### config.mk
export PLATFORM = sky130hd
export DESIGN_NAME = hall_commutator_flat
export DESIGN_NICKNAME = d
export VERILOG_FILES = /design/src/rtl/hall_commutator_if.sv /design/src/rtl/hall_commutator.sv /design/src/flat_wrapper.sv
export SDC_FILE = /design/constraint.sdc
export NUM_CORES = 1
export LEC_CHECK = 0
export ABC_CLOCK_PERIOD_IN_PS = 7900
export BUFFER_PORTS_ARGS = -buffer_cell sky130_fd_sc_hd__buf_4
export CORE_ASPECT_RATIO = 1.4
export CORE_MARGIN = 4
export CORE_UTILIZATION = 55
export DETAILED_ROUTE_END_ITERATION = 8
export HOLD_SLACK_MARGIN = 0.05
export PLACE_DENSITY = 0.86
export SLEW_MARGIN = 20
export SYNTH_ARGS = -nofsm -noshare
export SYNTH_HDL_FRONTEND = slang
export SYNTH_SLANG_ARGS = --single-unit
### constraint.sdc
create_clock -name clk -period 7.9 [get_ports clk]
set_input_delay 1.975 -clock clk [delete_from_list [all_inputs] [get_ports clk]]
set_output_delay 1.975 -clock clk [all_outputs]
set_load 0.005 [all_outputs]
### src/rtl/hall_commutator_if.sv
// Hall commutator channel bus: raw hall/control inputs toward the block and
// decoded phase selects, filtered hall, position and status flags back out.
interface hall_commutator_if #(
  parameter int CNT_WIDTH = 16
);
  logic [2:0]           hall;
  logic                 enable;
  logic                 dir;
  logic                 fault_clr;
  logic [2:0]           u;
  logic [2:0]           z;
  logic [2:0]           hall_filt;
  logic [CNT_WIDTH-1:0] position;
  logic                 seq_err;
  logic                 fault;

  modport master (
    output hall, enable, dir, fault_clr,
    input  u, z, hall_filt, position, seq_err, fault
  );

  modport slave (
    input  hall, enable, dir, fault_clr,
    output u, z, hall_filt, position, seq_err, fault
  );
endinterface

### src/rtl/hall_commutator.sv
// BLDC commutation for one motor channel: hall sync + glitch filter, table
// decode to registered phase selects, sequence checking, position and fault.
module hall_commutator #(
  parameter int FILTER_CYCLES = 4,
  parameter int FAULT_CYCLES  = 1000,
  parameter int CNT_WIDTH     = 16
) (
  input  logic           clk,
  input  logic           rst_n,
  hall_commutator_if.slave bus
);
  localparam logic [7:0]  STAB_MAX  = 8'(FILTER_CYCLES - 1);
  localparam logic [15:0] FAULT_MAX = 16'(FAULT_CYCLES);

  logic [2:0]           s1_q, s2_q;
  logic [2:0]           cand_q, cand_d;
  logic [7:0]           stab_cnt_q, stab_cnt_d;
  logic [2:0]           hall_filt_q, hall_filt_d;
  logic                 first_valid_q, first_valid_d;
  logic [CNT_WIDTH-1:0] pos_q, pos_d;
  logic                 seq_err_q, seq_err_d;
  logic [15:0]          inv_cnt_q, inv_cnt_d;
  logic                 fault_q, fault_d;
  logic [2:0]           u_q, u_d, z_q, z_d;
  logic [2:0]           fu, fz;
  logic [2:0]           i_old, i_new;

  function automatic logic valid_h(input logic [2:0] h);
    return (h != 3'b000) && (h != 3'b111);
  endfunction

  function automatic logic [2:0] seq_idx(input logic [2:0] h);
    case (h)
      3'b101:  return 3'd0;
      3'b100:  return 3'd1;
      3'b110:  return 3'd2;
      3'b010:  return 3'd3;
      3'b011:  return 3'd4;
      default: return 3'd5;
    endcase
  endfunction

  function automatic logic [2:0] seq_nxt(input logic [2:0] i);
    return (i == 3'd5) ? 3'd0 : i + 3'd1;
  endfunction

  always_comb begin
    // Filter: accept on the clock the counter reaches STAB_MAX, so a value
    // seen FILTER_CYCLES consecutive times in s2 is taken (also FILTER_CYCLES=1).
    cand_d     = cand_q;
    stab_cnt_d = stab_cnt_q;
    if (s2_q != cand_q) begin
      cand_d     = s2_q;
      stab_cnt_d = 8'd0;
    end else if (stab_cnt_q != STAB_MAX) begin
      stab_cnt_d = stab_cnt_q + 8'd1;
    end
    hall_filt_d = (stab_cnt_d == STAB_MAX) ? s2_q : hall_filt_q;

    pos_d         = pos_q;
    seq_err_d     = 1'b0;
    first_valid_d = valid_h(hall_filt_d);
    i_old         = seq_idx(hall_filt_q);
    i_new         = seq_idx(hall_filt_d);
    if (valid_h(hall_filt_d) && first_valid_q && (hall_filt_d != hall_filt_q)) begin
      if (i_new == seq_nxt(i_old))      pos_d = pos_q + 1'b1;
      else if (i_old == seq_nxt(i_new)) pos_d = pos_q - 1'b1;
      else                              seq_err_d = 1'b1;
    end

    inv_cnt_d = 16'd0;
    if (!valid_h(hall_filt_q))
      inv_cnt_d = (inv_cnt_q == FAULT_MAX) ? inv_cnt_q : inv_cnt_q + 16'd1;
    fault_d = fault_q;
    if (bus.fault_clr && valid_h(hall_filt_q)) fault_d = 1'b0;
    if (inv_cnt_d == FAULT_MAX)                fault_d = 1'b1;

    case (hall_filt_q)
      3'b101:  begin fu = 3'b100; fz = 3'b001; end
      3'b100:  begin fu = 3'b100; fz = 3'b010; end
      3'b110:  begin fu = 3'b010; fz = 3'b100; end
      3'b010:  begin fu = 3'b010; fz = 3'b001; end
      3'b011:  begin fu = 3'b001; fz = 3'b010; end
      3'b001:  begin fu = 3'b001; fz = 3'b100; end
      default: begin fu = 3'b000; fz = 3'b111; end
    endcase
    // Reverse drive swaps high and low phases; the floating phase is unchanged.
    u_d = bus.dir ? ~(fu | fz) : fu;
    z_d = fz;
    if (!valid_h(hall_filt_q) || !bus.enable || fault_q) begin
      u_d = 3'b000;
      z_d = 3'b111;
    end
  end

  always_ff @(posedge clk or negedge rst_n) begin
    if (!rst_n) begin
      s1_q          <= 3'b000;
      s2_q          <= 3'b000;
      cand_q        <= 3'b000;
      stab_cnt_q    <= 8'd0;
      hall_filt_q   <= 3'b000;
      first_valid_q <= 1'b0;
      pos_q         <= '0;
      seq_err_q     <= 1'b0;
      inv_cnt_q     <= 16'd0;
      fault_q       <= 1'b0;
      u_q           <= 3'b000;
      z_q           <= 3'b111;
    end else begin
      s1_q          <= bus.hall;
      s2_q          <= s1_q;
      cand_q        <= cand_d;
      stab_cnt_q    <= stab_cnt_d;
      hall_filt_q   <= hall_filt_d;
      first_valid_q <= first_valid_d;
      pos_q         <= pos_d;
      seq_err_q     <= seq_err_d;
      inv_cnt_q     <= inv_cnt_d;
      fault_q       <= fault_d;
      u_q           <= u_d;
      z_q           <= z_d;
    end
  end

  assign bus.u         = u_q;
  assign bus.z         = z_q;
  assign bus.hall_filt = hall_filt_q;
  assign bus.position  = pos_q;
  assign bus.seq_err   = seq_err_q;
  assign bus.fault     = fault_q;
endmodule

### src/flat_wrapper.sv
// flat-port wrapper written by rule: the top's interface ports become plain ports
module hall_commutator_flat 
#(
  parameter int FILTER_CYCLES = 4,
  parameter int FAULT_CYCLES  = 1000,
  parameter int CNT_WIDTH     = 16
)
  (clk, rst_n, bus_hall, bus_enable, bus_dir, bus_fault_clr, bus_u, bus_z, bus_hall_filt, bus_position, bus_seq_err, bus_fault);
  hall_commutator_if #(.CNT_WIDTH(CNT_WIDTH)) bus_i ();
  input  logic clk;
  input  logic rst_n;
  input wire logic [$bits(bus_i.hall)-1:0] bus_hall;
  input wire logic [$bits(bus_i.enable)-1:0] bus_enable;
  input wire logic [$bits(bus_i.dir)-1:0] bus_dir;
  input wire logic [$bits(bus_i.fault_clr)-1:0] bus_fault_clr;
  output wire logic [$bits(bus_i.u)-1:0] bus_u;
  output wire logic [$bits(bus_i.z)-1:0] bus_z;
  output wire logic [$bits(bus_i.hall_filt)-1:0] bus_hall_filt;
  output wire logic [$bits(bus_i.position)-1:0] bus_position;
  output wire logic [$bits(bus_i.seq_err)-1:0] bus_seq_err;
  output wire logic [$bits(bus_i.fault)-1:0] bus_fault;
  assign bus_i.hall = bus_hall;
  assign bus_i.enable = bus_enable;
  assign bus_i.dir = bus_dir;
  assign bus_i.fault_clr = bus_fault_clr;
  assign bus_u = bus_i.u;
  assign bus_z = bus_i.z;
  assign bus_hall_filt = bus_i.hall_filt;
  assign bus_position = bus_i.position;
  assign bus_seq_err = bus_i.seq_err;
  assign bus_fault = bus_i.fault;
  hall_commutator #(.FILTER_CYCLES(FILTER_CYCLES), .FAULT_CYCLES(FAULT_CYCLES), .CNT_WIDTH(CNT_WIDTH)) u_core (.clk(clk), .rst_n(rst_n), .bus(bus_i));
endmodule
Word level (Yosys, flattened, before mapping)
Cells that the tools add are included.

cells by class
  $add $sub $neg = 6
  equality and inequality tests = 23
  multiplexer cells = 21
  bitwise operators = 2
  reductions and logical operators = 20

operators with widths
  kind                   count
  $mux 16                4
  $add 16x1->16 const B  2
  $eq 16x10->1 const B   2
  $pmux 3 s5             2
  $eq 3x3->1 const B     8
  $mux 3                 6
  $pmux 3 s3             2
  $mux 8                 2
  $sub 16x1->16 const B  1
  $eq 3x2->1 const B     4
  $reduce_or 2->1        6
  $add 8x1->8 const B    1
  $eq 8x2->1 const B     1
  $ne 8x2->1 const B     1
  $add 3x1->3 const B    2
  $eq 3x3->1             2
  $ne 3x3->1             2
  $ne 3x3->1 const B     2
  $reduce_bool 3->1      2
  $logic_and 1x1->1      5
  $mux 1                 5
  $reduce_bool 2->1      2
  $eq 3x1->1 const B     1
  $not 3->3              1
  other kinds (4)        6

storage, ports and cells
  bits in registers = 61
  input port bits = 8
  output and inout port bits = 27
  logic and storage cells = 84

Depth between registers and ports, before layout
  depth after elaboration = 13
  gate-level depth with buffers = 19
  depth with buffers taken out = 18

Worst setup path before layout
OpenSTA, ideal clock, no wires.

  path type = reg2reg
  from = reg u_core.stab_cnt_q[0]
  to = reg u_core.pos_q[15] (netlist: u_core.bus.position[15])
  library setup time = 0.125 ns
  arrival time = 4.379 ns
  required time = 7.775 ns
  setup slack = 3.396 ns
  cell stages (with the launch flop) = 19
  buffers on the path = 0
  clock period less this slack = 4.504 ns
  cells stage by stage = dfrtp_1 > ha_1 > nor3_1 > o2111ai_2 > a211o_1 > and3b_2 > nor4_1 > o22ai_2 > inv_1 > ha_1 > o21a_1 > o21ai_0 > nor3_1 > a2111oi_0 > nor3_1 > a31oi_1 > xor2_1 > o2111ai_1 > xnor2_1

between the ends
  word-level cells in the longest chain between the ends = 12
  elaborated cells on any way between the ends = 26
  those cells by class = add/sub (2); eq/ne (12); mux (6); reduce/logical (6)

ends and longest elaborated chain
  item                                       line                                          source
  from (decl)                                hall_commutator.sv:17                         logic [7:0] stab_cnt_q, stab_cnt_d;
  from (signal assigned)                     hall_commutator.sv:114                        stab_cnt_q <= stab_cnt_d;
  $add 8x1->8 or $ne 8x2->1 (tied branches)  hall_commutator.sv:56, hall_commutator.sv:55
  $mux 8 *                                   hall_commutator.sv:55                         end else if (stab_cnt_q != STAB_MAX) begin
  $mux 8 *                                   hall_commutator.sv:52                         if (s2_q != cand_q) begin
  $eq 8x2->1 *                               hall_commutator.sv:58                         hall_filt_d = (stab_cnt_d == STAB_MAX) ? s2_q : hall_filt_q;
  $mux 3 *                                   hall_commutator.sv:58
  $eq 3x2->1 or $eq 3x3->1 (tied branches)   hall_commutator.sv:33                         case (h)
  $pmux 3 s5                                 hall_commutator.sv:33
  $add 3x1->3 or $eq 3x3->1 (tied branches)  hall_commutator.sv:44                         return (i == 3'd5) ? 3'd0 : i + 3'd1;
  $mux 3                                     hall_commutator.sv:44
  $eq 3x3->1                                 hall_commutator.sv:67                         else if (i_old == seq_nxt(i_new)) pos_d = pos_q - 1'b1;
  $reduce_bool 2->1 (no source line)         --
  $reduce_and 2->1 (no source line)          --
  to (signal assigned)                       hall_commutator.sv:117                        pos_q <= pos_d;
  to (decl)                                  hall_commutator.sv:20                         logic [CNT_WIDTH-1:0] pos_q, pos_d;

Mark *: on every way between the ends. The rest lies on a longest branch, timed or not.
A chain may end at the register's enable or synchronous reset.

Final worst setup path
Ends and elaborated chain as after synthesis.

==> key figures <==
Timing
  – Fmax: 189 MHz
  – Worst slew pin tran: 1.01 ns
  – Setup violators final: 0
  – RSZ-0062 raised after global routing: no
  – Clk_skew: 0.00643 ns
  – Post-route clock period utilization: 66.8%
  – Normalized max-slew margin: 32.3%
  – Setup TNS: 0 ns
  – Fin. Hold Viols: 0
  – Final Max Tran Viols: 0
  – Post-layout minimum cycle time: 5.28 ns

Min path
  – Hold Crit Class: reg2reg
  – Hold_sp: u_core.s1_q[0]

Placed design
  – Dpl cells: 470
  – GPL Wtd Cong: 0.875
  – IO Port Bufs: 34
  – Post-DP HPWL: 5.41 mm

Clock network
  – Num CTS Buffers: 9
  – Clk slew on worst S/H paths: 0.07 ns
  – CTS Sinks: 61
  – Post-CTS setup buffers: 0
  – Hold_buf cts: 0
  – CTS tree: done
  – Clk Latency, worst-skew pair: 0.34 ns
  – H-tree depth: 3
  – CTS Buffer Depth: 2
  – Post_cts resized: 0
  – Root Driver: clkbuf_8

Floorplan
  – Starting Density: 56.1%
  – Ports: 35
  – Row count: 35
  – Die area: 8100 um^2
  – Die height: 105 um
  – Floorplan core area: 6570 um^2
  – Die Width: 77.2 um

Setup path
  – Beginning of the critical path: u_core.stab_cnt_q[0]
  – Worst path bufs/invs: 1
  – Stages on worst setup path: 18
  – CP arrival: 5.51 ns
  – Largest fanout on the critical path: 15
  – R2R Setup Slk: 2.62 ns
  – Crit Path Category: reg2reg
  – WP data required: 8.13 ns
  – Worst Setup Start Kind: flop
  – CP dominant cell by count: nor3_1
  – CP top delay family: compound AO/OA/AOI/OAI gates
  – CP max stage delay: 0.44 ns
  – Critical-path cell list: ha_1, nor3_1, o2111ai_2, a211o_1, and3b_2, nor4_1, o22ai_2, inv_1, ha_1, o21a_1, o21ai_0, nor3_1, a2111oi_0, nor3_1, a31oi_1, xor2_1, o2111ai_1, xnor2_1
  – Worst setup EP type: flop
  – R2R depth: 18
  – Crit path max-delay cell type: o21ai_0
  – Worst reg2reg endpoint: u_core.bus.position[15]
  – Critical path capture point: u_core.bus.position[15]
  – Critical R2R Launch: u_core.stab_cnt_q[0]

Synth
  – Async SR Flop Fraction: 100%
  – Count of cell types in the netlist: 61
  – Synth top cells by count: dfrtp_1, nor2_1, nand2_1, xor2_1, xnor2_1
  – Synthesis Warnings: 0
  – Synthesized area: 3690 um^2
  – Post-synth top area share: 39.4%
  – EDFF count, synth: 0
  – Top cells by area, synth: dfrtp_1, ha_1, xor2_1, xnor2_1, nor2_1
  – Post-synthesis sequential area ratio: 41.5%
  – Synthesized netlist cell count: 378
  – Ys flop type: dfrtp_1
  – Post-synth top area cell: dfrtp_1
  – Most instantiated library cell after synthesis: dfrtp_1
  – #FFs+latches synth: 61
  – Syn nets: 405
  – Avg Cell Area, Syn: 9.75 um^2

GRT
  – GRT Util Overall: 20.5%
  – First-pass GRT wire length: 13.5 mm
  – Antenna violations before repair: 0
  – Vias in the first global route: 2944
  – Gr ovfl total: 0
  – Largest net degree at the start of global routing: 62

Final layout
  – Antenna Diode Count: 0
  – Final Net Count: 434
  – P&R area growth vs syn: 12.4%
  – Share of cells above drive strength 1: 18.9%
  – Non-filler instance count after layout: 486

Power
  – Max VDD drop: 0.164 mV
  – LEAKAGE: 0.00191 uW
  – Pwr/cell area: 273 nW/um^2
  – Total power draw: 1130 uW

Detailed routing
  – Drt via density: 5.86
  – Routed Antenna Nets: 0
  – Pre-Repair DR Iteration Count: 4
  – WL per Instance: 15.7 um
  – Vias: 2847
  – DRC viols: 0
  – Drt total wl: 7.63 mm
  – Initial DRC Count: 150

Flow run
  – Max cap viols: 0

Outcome
  – Outcome: finished, final reports clean
-- logic make-up (layout without fill, tap and decap cells) --
| group | count (synthesis) | count (layout) | synth area share (%) |
|---|---|---|---|
| AO/OA/AOI/OAI | 61 | 61 | 11.8 |
| multiplexers | 17 | 17 | 5.73 |
| adder cells (fa/ha/maj) | 19 | 19 | 6.65 |
| XOR/XNOR | 47 | 47 | 11.2 |
| buffers and inverters | 31 | 65 | 3.83 |
| flip-flops | 61 | 61 | 41.5 |
| AND/OR/NAND/NOR | 142 | 142 | 19.3 |
-- worst register-to-register path, delay by kind of cell (launching register included) --
kind	cells	cell delay [ns]
AO/OA/AOI/OAI	8	2.17
XOR/XNOR	2	0.36
adder cells (fa/ha/maj)	2	0.68
buffers and inverters	1	0.43
flip-flops	1	0.43
AND/OR/NAND/NOR	5	1.11
-- metal layers --
metal | share of wire [%] | global-route usage (%) | up-vias
met1 | 42 | 23.9 | 1384
li1 | - | - | 1375
met3 | 4.3 | 5.26 | 15
met5 | 0 | 0 | -
met2 | 52 | 35.6 | 73
met4 | 2.2 | 8.14 | 0
-- per-stage QoR --
step	setup slack [ns]	area [um^2]	hold WS (ns)	utilization (%)
3_5_place_dp	2.68	3950	0.338	60.2
2_1_floorplan	3.40	3690	0.331	-
3_3_place_gp	3.04	3950	0.334	60.2
4_1_cts	2.63	4150	0.351	63.1
6_report	2.62	4150	0.350	63.1
5_1_grt	2.03	4150	0.366	63.1
-- where the power goes --
group | total, uW | switching [uW] | internal [uW] | leakage, uW
combinational | 453 | 239 | 213 | 0.00100
sequential | 409 | 57.2 | 352 | 0.000810
clock | 272 | 120 | 152 | 0.000103
-- cells in the final DEF, fill, tap and decap left out, drive strengths merged, types with 5 or more instances in the layout --
master,instances
nor3,11
nand3,17
buf,35
nand2,27
ha,18
dfrtp,58
mux2i,5
mux2,12
or3,5
nand4,8
o21ai,9
inv,14
a21oi,16
xor2,25
clkbuf,11
and3,7
nor2,44
nor2b,5
xnor2,22
-- final cells by class --
class	count	area [um^2]
clock inverters	5	50.0
well taps	74	92.6
repair buffers	35	263
multi-input cells	286	2020
flip-flops and latches	61	1530
fillers	533	2420
inverters	14	52.6
clock buffers	11	141
-- worst min-delay path by stage --
stage                      to  slack (ns)  depth (start not counted)
3_3_place_gp   u_core.s2_q[2]        0.33                          0
4_1_cts        u_core.s2_q[0]        0.35                          0
6_report       u_core.s2_q[0]        0.35                          0
5_1_grt        u_core.s2_q[2]        0.37                          0
3_5_place_dp   u_core.s2_q[0]        0.34                          0
2_1_floorplan  u_core.s2_q[0]        0.33                          0
No activity file was read; power rests on OpenSTA's default activity.
